### config.mk
export PLATFORM = sky130hd
export DESIGN_NAME = program_sequencer
export DESIGN_NICKNAME = d
export VERILOG_FILES = /design/src/rtl/program_sequencer_pkg.sv /design/src/rtl/program_sequencer_return_stack.sv /design/src/rtl/program_sequencer.sv
export SDC_FILE = /design/constraint.sdc
export NUM_CORES = 1
export LEC_CHECK = 0
export ABC_AREA = 1
export CORE_AREA = 2 2 111 113
export CTS_BUF_LIST = sky130_fd_sc_hd__clkbuf_2 sky130_fd_sc_hd__clkbuf_4 sky130_fd_sc_hd__clkbuf_8
export DETAILED_ROUTE_END_ITERATION = 6
export DIE_AREA = 0 0 113 115
export HOLD_SLACK_MARGIN = 0.08
export SLEW_MARGIN = 40
export SYNTH_ARGS = -nofsm -noshare
export SYNTH_HDL_FRONTEND = slang
export SYNTH_SLANG_ARGS = --single-unit
### constraint.sdc
create_clock -name clk -period 3.5 [get_ports clk]
set_input_delay 0.35 -clock clk [delete_from_list [all_inputs] [get_ports clk]]
set_output_delay 0.35 -clock clk [all_outputs]
set_load 0.1 [all_outputs]
### src/rtl/program_sequencer_pkg.sv
// program_sequencer_pkg.sv - shared action encodings, defaults and priority helper for program_sequencer
// Contents:
//   act_e          - one-hot-free action select: STEP, LD, BR, CALL, RET
//   DEF_ADDR_W     - default fetch address width
//   DEF_RESET_ADDR - default fetch address after reset
//   select_action  - fixed-priority strobe decode (Ret > Call > Ld > Br > step)
package program_sequencer_pkg;

    localparam int          DEF_ADDR_W     = 16;
    localparam logic [15:0] DEF_RESET_ADDR = 16'h0000;

    typedef enum logic [2:0] {
        ACT_STEP = 3'd0,
        ACT_LD   = 3'd1,
        ACT_BR   = 3'd2,
        ACT_CALL = 3'd3,
        ACT_RET  = 3'd4
    } act_e;

    // Lower-priority strobes are simply dropped, never queued.
    function automatic act_e select_action(input logic ret, input logic call,
                                           input logic ld, input logic br);
        if (ret)  return ACT_RET;
        if (call) return ACT_CALL;
        if (ld)   return ACT_LD;
        if (br)   return ACT_BR;
        return ACT_STEP;
    endfunction

endpackage

### src/rtl/program_sequencer_return_stack.sv
// program_sequencer_return_stack.sv - LIFO return-address stack with depth/full/empty status
// Ports:
//   clk        in   clock
//   rst        in   synchronous active-high reset, empties the stack
//   push       in   push push_data (ignored when full)
//   pop        in   drop top entry (ignored when empty)
//   push_data  in   W-bit address to push
//   top        out  current top entry ('0 when empty)
//   depth      out  number of valid entries (registered)
//   full       out  depth == DEPTH
//   empty      out  depth == 0
module program_sequencer_return_stack #(
    parameter int DEPTH = 4,
    parameter int W     = 16,
    parameter int CNT_W = 3
) (
    input  logic             clk,
    input  logic             rst,
    input  logic             push,
    input  logic             pop,
    input  logic [W-1:0]     push_data,
    output logic [W-1:0]     top,
    output logic [CNT_W-1:0] depth,
    output logic             full,
    output logic             empty
);

    logic [W-1:0]     mem_q [DEPTH];
    logic [W-1:0]     mem_d [DEPTH];
    logic [CNT_W-1:0] depth_q;
    logic [CNT_W-1:0] depth_d;
    logic             do_push;
    logic             do_pop;

    assign full  = (depth_q == CNT_W'(DEPTH));
    assign empty = (depth_q == '0);
    assign depth = depth_q;

    assign do_push = push && !full;
    assign do_pop  = pop && !empty;

    // Entry i holds the (i+1)-th pushed value; depth_q doubles as the write slot.
    always_comb begin
        top     = '0;
        depth_d = depth_q;
        for (int i = 0; i < DEPTH; i++) begin
            mem_d[i] = mem_q[i];
            if (CNT_W'(i + 1) == depth_q) begin
                top = mem_q[i];
            end
            if (do_push && (CNT_W'(i) == depth_q)) begin
                mem_d[i] = push_data;
            end
        end
        if (do_push) begin
            depth_d = depth_q + CNT_W'(1);
        end else if (do_pop) begin
            depth_d = depth_q - CNT_W'(1);
        end
    end

    always_ff @(posedge clk) begin
        if (rst) begin
            depth_q <= '0;
        end else begin
            depth_q <= depth_d;
        end
    end

    // Contents need no reset: entries above depth are never observed.
    always_ff @(posedge clk) begin
        for (int i = 0; i < DEPTH; i++) begin
            mem_q[i] <= mem_d[i];
        end
    end

endmodule

### src/rtl/program_sequencer.sv
// program_sequencer.sv - instruction fetch address generator with step/load/branch/call/return
// Ports:
//   clk         in   clock
//   Pc_Rst      in   synchronous active-high reset
//   Pc_En       in   advance enable, 0 holds all state
//   Pc_Ld       in   absolute jump to Pc_addr_in
//   Pc_Br       in   relative branch by signed Pc_Off
//   Pc_Call     in   push return address, jump to Pc_addr_in
//   Pc_Ret      in   pop return address into inst_addr
//   Pc_addr_in  in   jump/call target
//   Pc_Off      in   two's complement branch offset
//   inst_addr   out  registered fetch address
//   Stk_Depth   out  return-stack occupancy
//   Stk_Full    out  stack full
//   Stk_Empty   out  stack empty
//   Stk_Ovf     out  sticky: call while full
//   Stk_Unf     out  sticky: return while empty
module program_sequencer
    import program_sequencer_pkg::*;
#(
    parameter int                ADDR_W     = DEF_ADDR_W,
    parameter int                OFF_W      = 8,
    parameter int                STEP       = 1,
    parameter logic [ADDR_W-1:0] RESET_ADDR = ADDR_W'(DEF_RESET_ADDR),
    parameter int                STK_DEPTH  = 4,
    parameter int                STK_CNT_W  = 3
) (
    input  logic                 clk,
    input  logic                 Pc_Rst,
    input  logic                 Pc_En,
    input  logic                 Pc_Ld,
    input  logic                 Pc_Br,
    input  logic                 Pc_Call,
    input  logic                 Pc_Ret,
    input  logic [ADDR_W-1:0]    Pc_addr_in,
    input  logic [OFF_W-1:0]     Pc_Off,
    output logic [ADDR_W-1:0]    inst_addr,
    output logic [STK_CNT_W-1:0] Stk_Depth,
    output logic                 Stk_Full,
    output logic                 Stk_Empty,
    output logic                 Stk_Ovf,
    output logic                 Stk_Unf
);

    logic [ADDR_W-1:0] inst_addr_q;
    logic [ADDR_W-1:0] inst_addr_d;
    logic              ovf_q;
    logic              ovf_d;
    logic              unf_q;
    logic              unf_d;

    logic [ADDR_W-1:0] seq_addr;
    logic [ADDR_W-1:0] br_addr;
    logic [ADDR_W-1:0] stk_top;
    logic              stk_push;
    logic              stk_pop;
    act_e              act;

    // Modulo 2**ADDR_W wrap falls out of the fixed-width adders.
    assign seq_addr = inst_addr_q + ADDR_W'(STEP);
    assign br_addr  = inst_addr_q + {{(ADDR_W - OFF_W){Pc_Off[OFF_W-1]}}, Pc_Off};
    assign act      = select_action(Pc_Ret, Pc_Call, Pc_Ld, Pc_Br);

    always_comb begin
        inst_addr_d = inst_addr_q;
        ovf_d       = ovf_q;
        unf_d       = unf_q;
        stk_push    = 1'b0;
        stk_pop     = 1'b0;
        if (Pc_En) begin
            case (act)
                ACT_RET: begin
                    if (!Stk_Empty) begin
                        inst_addr_d = stk_top;
                        stk_pop     = 1'b1;
                    end else begin
                        inst_addr_d = seq_addr;
                        unf_d       = 1'b1;
                    end
                end
                ACT_CALL: begin
                    // The jump still happens when full; only the push is lost.
                    inst_addr_d = Pc_addr_in;
                    if (!Stk_Full) begin
                        stk_push = 1'b1;
                    end else begin
                        ovf_d = 1'b1;
                    end
                end
                ACT_LD:  inst_addr_d = Pc_addr_in;
                ACT_BR:  inst_addr_d = br_addr;
                default: inst_addr_d = seq_addr;
            endcase
        end
    end

    always_ff @(posedge clk) begin
        if (Pc_Rst) begin
            inst_addr_q <= RESET_ADDR;
            ovf_q       <= 1'b0;
            unf_q       <= 1'b0;
        end else begin
            inst_addr_q <= inst_addr_d;
            ovf_q       <= ovf_d;
            unf_q       <= unf_d;
        end
    end

    program_sequencer_return_stack #(
        .DEPTH (STK_DEPTH),
        .W     (ADDR_W),
        .CNT_W (STK_CNT_W)
    ) u_return_stack (
        .clk       (clk),
        .rst       (Pc_Rst),
        .push      (stk_push),
        .pop       (stk_pop),
        .push_data (seq_addr),
        .top       (stk_top),
        .depth     (Stk_Depth),
        .full      (Stk_Full),
        .empty     (Stk_Empty)
    );

    assign inst_addr = inst_addr_q;
    assign Stk_Ovf   = ovf_q;
    assign Stk_Unf   = unf_q;

endmodule

Word level (Yosys, flattened, before mapping)
Memory sizes are Yosys's and may differ from the RTL's.
Cells that the tools add are included.
{"block": "totals", "reg_bits": 21, "latch_bits": 0, "ram_bits": 64, "mem_bits_ro": 0, "inputBits": 31, "out_inout_bits": 23, "mem_count": 1}
{"block": "op_classes", "addsub": 4, "n_mul": 0, "n_div": 0, "n_lt_le_gt_ge": 0, "n_eq_ne": 9, "shift": 0, "mux": 36, "bitwise_logic": 0, "reduce_logical": 13}
{"name": "u_return_stack.mem_q", "words": 4, "width": 16, "rd": 4, "rd_ports_with_merged_regs": 0, "write_ports": 4, "line_no": "program_sequencer_return_stack.sv:28", "source": "logic [W-1:0] mem_q [DEPTH];"}
{"op": "two-way mux 16 bit", "count": 9}
{"op": "one-hot mux 16 bit (3 select lines)", "count": 1}
{"op": "two-way mux 3 bit", "count": 10}
{"op": "adder 16 x 1 -> 16 bit (second input constant)", "count": 1}
{"op": "adder 16 bit", "count": 1}
{"op": "two-way mux 1 bit", "count": 16}
{"op": "equality test 2 x 3 -> 1 bit (first input constant)", "count": 2}
{"op": "equality test 3 x 2 -> 1 bit (second input constant)", "count": 2}
{"op": "equality test 3 bit (second input constant)", "count": 2}
{"op": "logical AND 1 bit", "count": 6}
{"op": "AND reduction 3 bit", "count": 2}
{"op": "adder 3 x 1 -> 3 bit (second input constant)", "count": 1}
{"op": "equality test 1 x 3 -> 1 bit (first input constant)", "count": 1}
{"op": "equality test 3 x 1 -> 1 bit (second input constant)", "count": 1}
{"op": "equality test 3 bit (first input constant)", "count": 1}
{"op": "zero test 3 bit", "count": 1}
{"op": "subtractor 3 x 1 -> 3 bit (second input constant)", "count": 1}
{"op": "zero test 1 bit", "count": 2}
{"op": "nonzero test 2 bit", "count": 1}
{"op": "OR reduction 2 bit", "count": 1}

Logic depth before layout (Yosys ltp)
{"block": "depth", "word_depth": 17, "mapped_depth": 16, "ltp_nobuf": 14}

Modules after synthesis
From an unflattened synthesis, not the netlist that was laid out.
{"block": "hier_totals", "cells_unflattened": 718, "hier_area_um2": 5436.5}
{"mod": "program_sequencer_return_stack", "n_inst": 1, "cells_each": 253, "area_per_inst_um2": 2890.3}
{"mod": "program_sequencer", "n_inst": 1, "cells_each": 465, "area_per_inst_um2": 2546.2}

Least setup slack after synthesis
Ideal clock, no wire load.
{"block": "synth_timing", "kind": "reg2reg", "from": "register u_return_stack.depth[0] (netlist name)", "to": "memory u_return_stack.mem_q[3][0], enable pin", "setup_time_ns": 0.388, "arrival_ns": 2.982, "setup_slack_ns": 0.130, "stages_incl_launch_ff": 9, "synth_period_minus_slack_ns": 3.370, "cell_sequence": "dfxtp_1 inv_1 ha_1 buf_4 nand2_1 inv_2 nor2_1 inv_1 nor2_1"}
{"item": "end: declaration", "line_no": "program_sequencer_return_stack.sv:28"}

==> flow_summary.ini <==
[power]
power.leakage_nw = 2.76
sw_frac_of_total_pct = 35.4
p_sw_uw = 968
p_clk_share_pct = 28.5
combinationalPowerShare_pct = 28.6
power.density_nw_per_um2 = 454
ir_worst_vdd_mv = 0.170
p_int_mw = 1.76
sequentialPowerShare_pct = 42.9

[detailed_routing]
drc = 0
vias = 4642
drt-pass1-iter-count = 5
drt-initial-drc-count = 313
ant_nets = 0
viasPerCell = 5.26
wl_per_cell_um = 16.7
routed_wl_um = 14700

[worst_setup_path]
end_kind = flip-flop
crit_buf_inv = 5
cp-start-kind = flip-flop
arrival_ps = 2640
crit_family = buffers and inverters
cp_max_fo = 17
cp_slowest_stage_delay_ps = 420
crit_slowest_cell = nand2_1
worstPathCellList = inv_1 > ha_1 > buf_4 > nand2_1 > inv_2 > nor2_1 > inv_1 > nor2_1 > buf_4
worstPathRequired_ps = 3550
crit_type = reg2reg

[global_route]
use_met2_pct = 41.9
grtUsageMet1_pct = 30.4
grt_pass1_wl_um = 23700
antenna_found_initial = 0
grt_max_degree = 23
met3_usage_pct = 2.85
grt_pass1_vias = 4605
grt.busiest_layer = met2
grt_usage_pct = 23.6
grt_overflow_total = 0

[final_layout]
layout_commonest_cell = nand2_1
stdcell_area_sq_um = 6020
final_nets = 784
syn_to_final_growth_pct = 15.5
drive_gt1_share_pct = 9.80
final_util_pct = 51.0
layout_common_cells = nand2_1, inv_1, nor2_1, edfxtp_1, nand3_1
antenna_cells = 0

[placement]
io_buffers = 53
hpwlAfterDp_um = 11200
postPlaceCellArea_sq_um = 5790
gp_congestion = 0.927

[floorplanning]
fp.coreArea_sq_um = 11800
start_util_pct = 44.1
die_width_um = 113
fp.dieArea_sq_um = 13000
rows = 40
io_pins = 54
die_h_um = 115

[worst_hold_path]
hold_path.class = reg2reg

[clock_tree]
clk_pin_slew_ps = 80
ctsHoldBuffers = 0
htree_levels = 3
post_cts_buffers = 0
clk_latency_ps = 370
clockBufferDepth = 2
cts_buffers = 9
cts_sinks = 85
clock-root-buffer = clkbuf_8
cts_tree = done
cts_resized = 0

[timing]
finClkSkew_ps = 12.7
setup_viol = 0
fin_tns_setup_ps = 0
hold_viol_final = 0
post-route-period-util_pct = 73.9
min_period_ps = 2590
tightestPinTransition_ps = 590
maxSlewHeadroom_pct = 60.6
final_max_slew_viol_count = 0
clock.fmax_mhz = 387
rsz0062_at_grt = no

[logic_synthesis]
mappedNetlistArea_sq_um = 5210
synth_top_cell_area_share_pct = 36.9
netlist_top_cells_area = edfxtp_1, nand2_1, dfxtp_1
yosys.area.top_type = edfxtp_1
ys_seq_area_share_pct = 45.0
synth_warnings = 0
syn_inst = 674
syn_area_per_cell_sq_um = 7.73
syn-num-nets = 728
synth_ff_type = edfxtp_1
synth-edff-count = 64
yosysUniqueCellTypes = 38
synthArstFlopShare_pct = 0
ys_ff_latch = 85

[run]
max_cap_viol_count = 0

[outcome]
status = finished clean
-- through the flow --
step / power (mW) / hold slack, ps / instances / setup WS [ps]
floorplan: 1.77 / 543 / 674 / 130
detailed placement: 1.98 / 462 / 866 / 889
CTS: 2.74 / 477 / 882 / 867
finish: 2.73 / 475 / 882 / 914
global route: 2.86 / 526 / 882 / 673
global placement: 1.99 / 457 / 866 / 861
-- power groups by stage --
stage	sequential [mW]	clock, mW	combinational [mW]
after floorplan	1.33	0	0.434
after global placement	1.20	0	0.795
after detailed placement	1.20	0	0.781
after CTS	1.17	0.788	0.782
after global routing	1.18	0.827	0.859
final	1.17	0.777	0.781
-- synthesized netlist by cell type, types with 4 or more instances --
| library cell | count |
|---|---|
| nand2_1 | 211 |
| nand3_1 | 54 |
| nor2_1 | 64 |
| edfxtp_1 | 64 |
| nand4_1 | 13 |
| nor2_2 | 4 |
| dfxtp_1 | 21 |
| o21ai_0 | 23 |
| inv_1 | 84 |
| a21oi_1 | 30 |
| clkbuf_1 | 4 |
| o211ai_1 | 11 |
| inv_2 | 4 |
| nor2_4 | 6 |
| ha_1 | 22 |
| buf_2 | 10 |
| nor3_1 | 8 |
| xor2_1 | 9 |
-- routing by layer --
metal,routed length [um],vias to the layer above
met5,0,-
met1,6470,2190
met4,269,0
met3,669,22
met2,7290,109
li1,-,2321
-- layout make-up --
cell class,instances,area (sq um)
clock buffer,11,139
clock inverter,5,85.1
fill,1194,5790
inverter,88,330
multi-input combinational,482,2430
sequential,85,2340
tap,147,184
timing repair buffer,64,503
-- flip-flops by register name, summed over array words and instances, names as in the netlist --
signal                flops
Stk_Ovf                   1
Stk_Unf                   1
inst_addr                16
u_return_stack.depth      3
u_return_stack.mem_q     64
-- worst min-delay path: cells and delay by family, from the launching register on --
family | cells | cell delay [ps]
AND/OR/NAND/NOR | 1 | 70
AO/OA/AOI/OAI | 1 | 40
flip-flops | 1 | 330
-- logic make-up (layout without fill, tap and decap cells) --
kind of cell               after synthesis  count (layout)  synth area share [%]
AOI/OAI and AO/OA                       78              78                  8.65
xor gates and xnor gates                10              10                  1.68
adders and majority gates               23              23                  5.67
buffers and inverters                  107             168                  8.38
DFF                                     85              85                  45.0
and+or+nand+nor                        371             371                  30.7
-- path summary, 6_finish.rpt --
path	end	cells past startpoint	from	slack (ps)
setup / recovery	u_return_stack.mem_q[3][15]	9	u_return_stack.depth[0]	910
hold / removal	Stk_Unf	2	Stk_Unf	470
setup reg to reg	u_return_stack.mem_q[3][15]	9	u_return_stack.depth[0]	910
hold reg to reg	Stk_Unf	2	Stk_Unf	470
(Power assumes the default switching activity.)
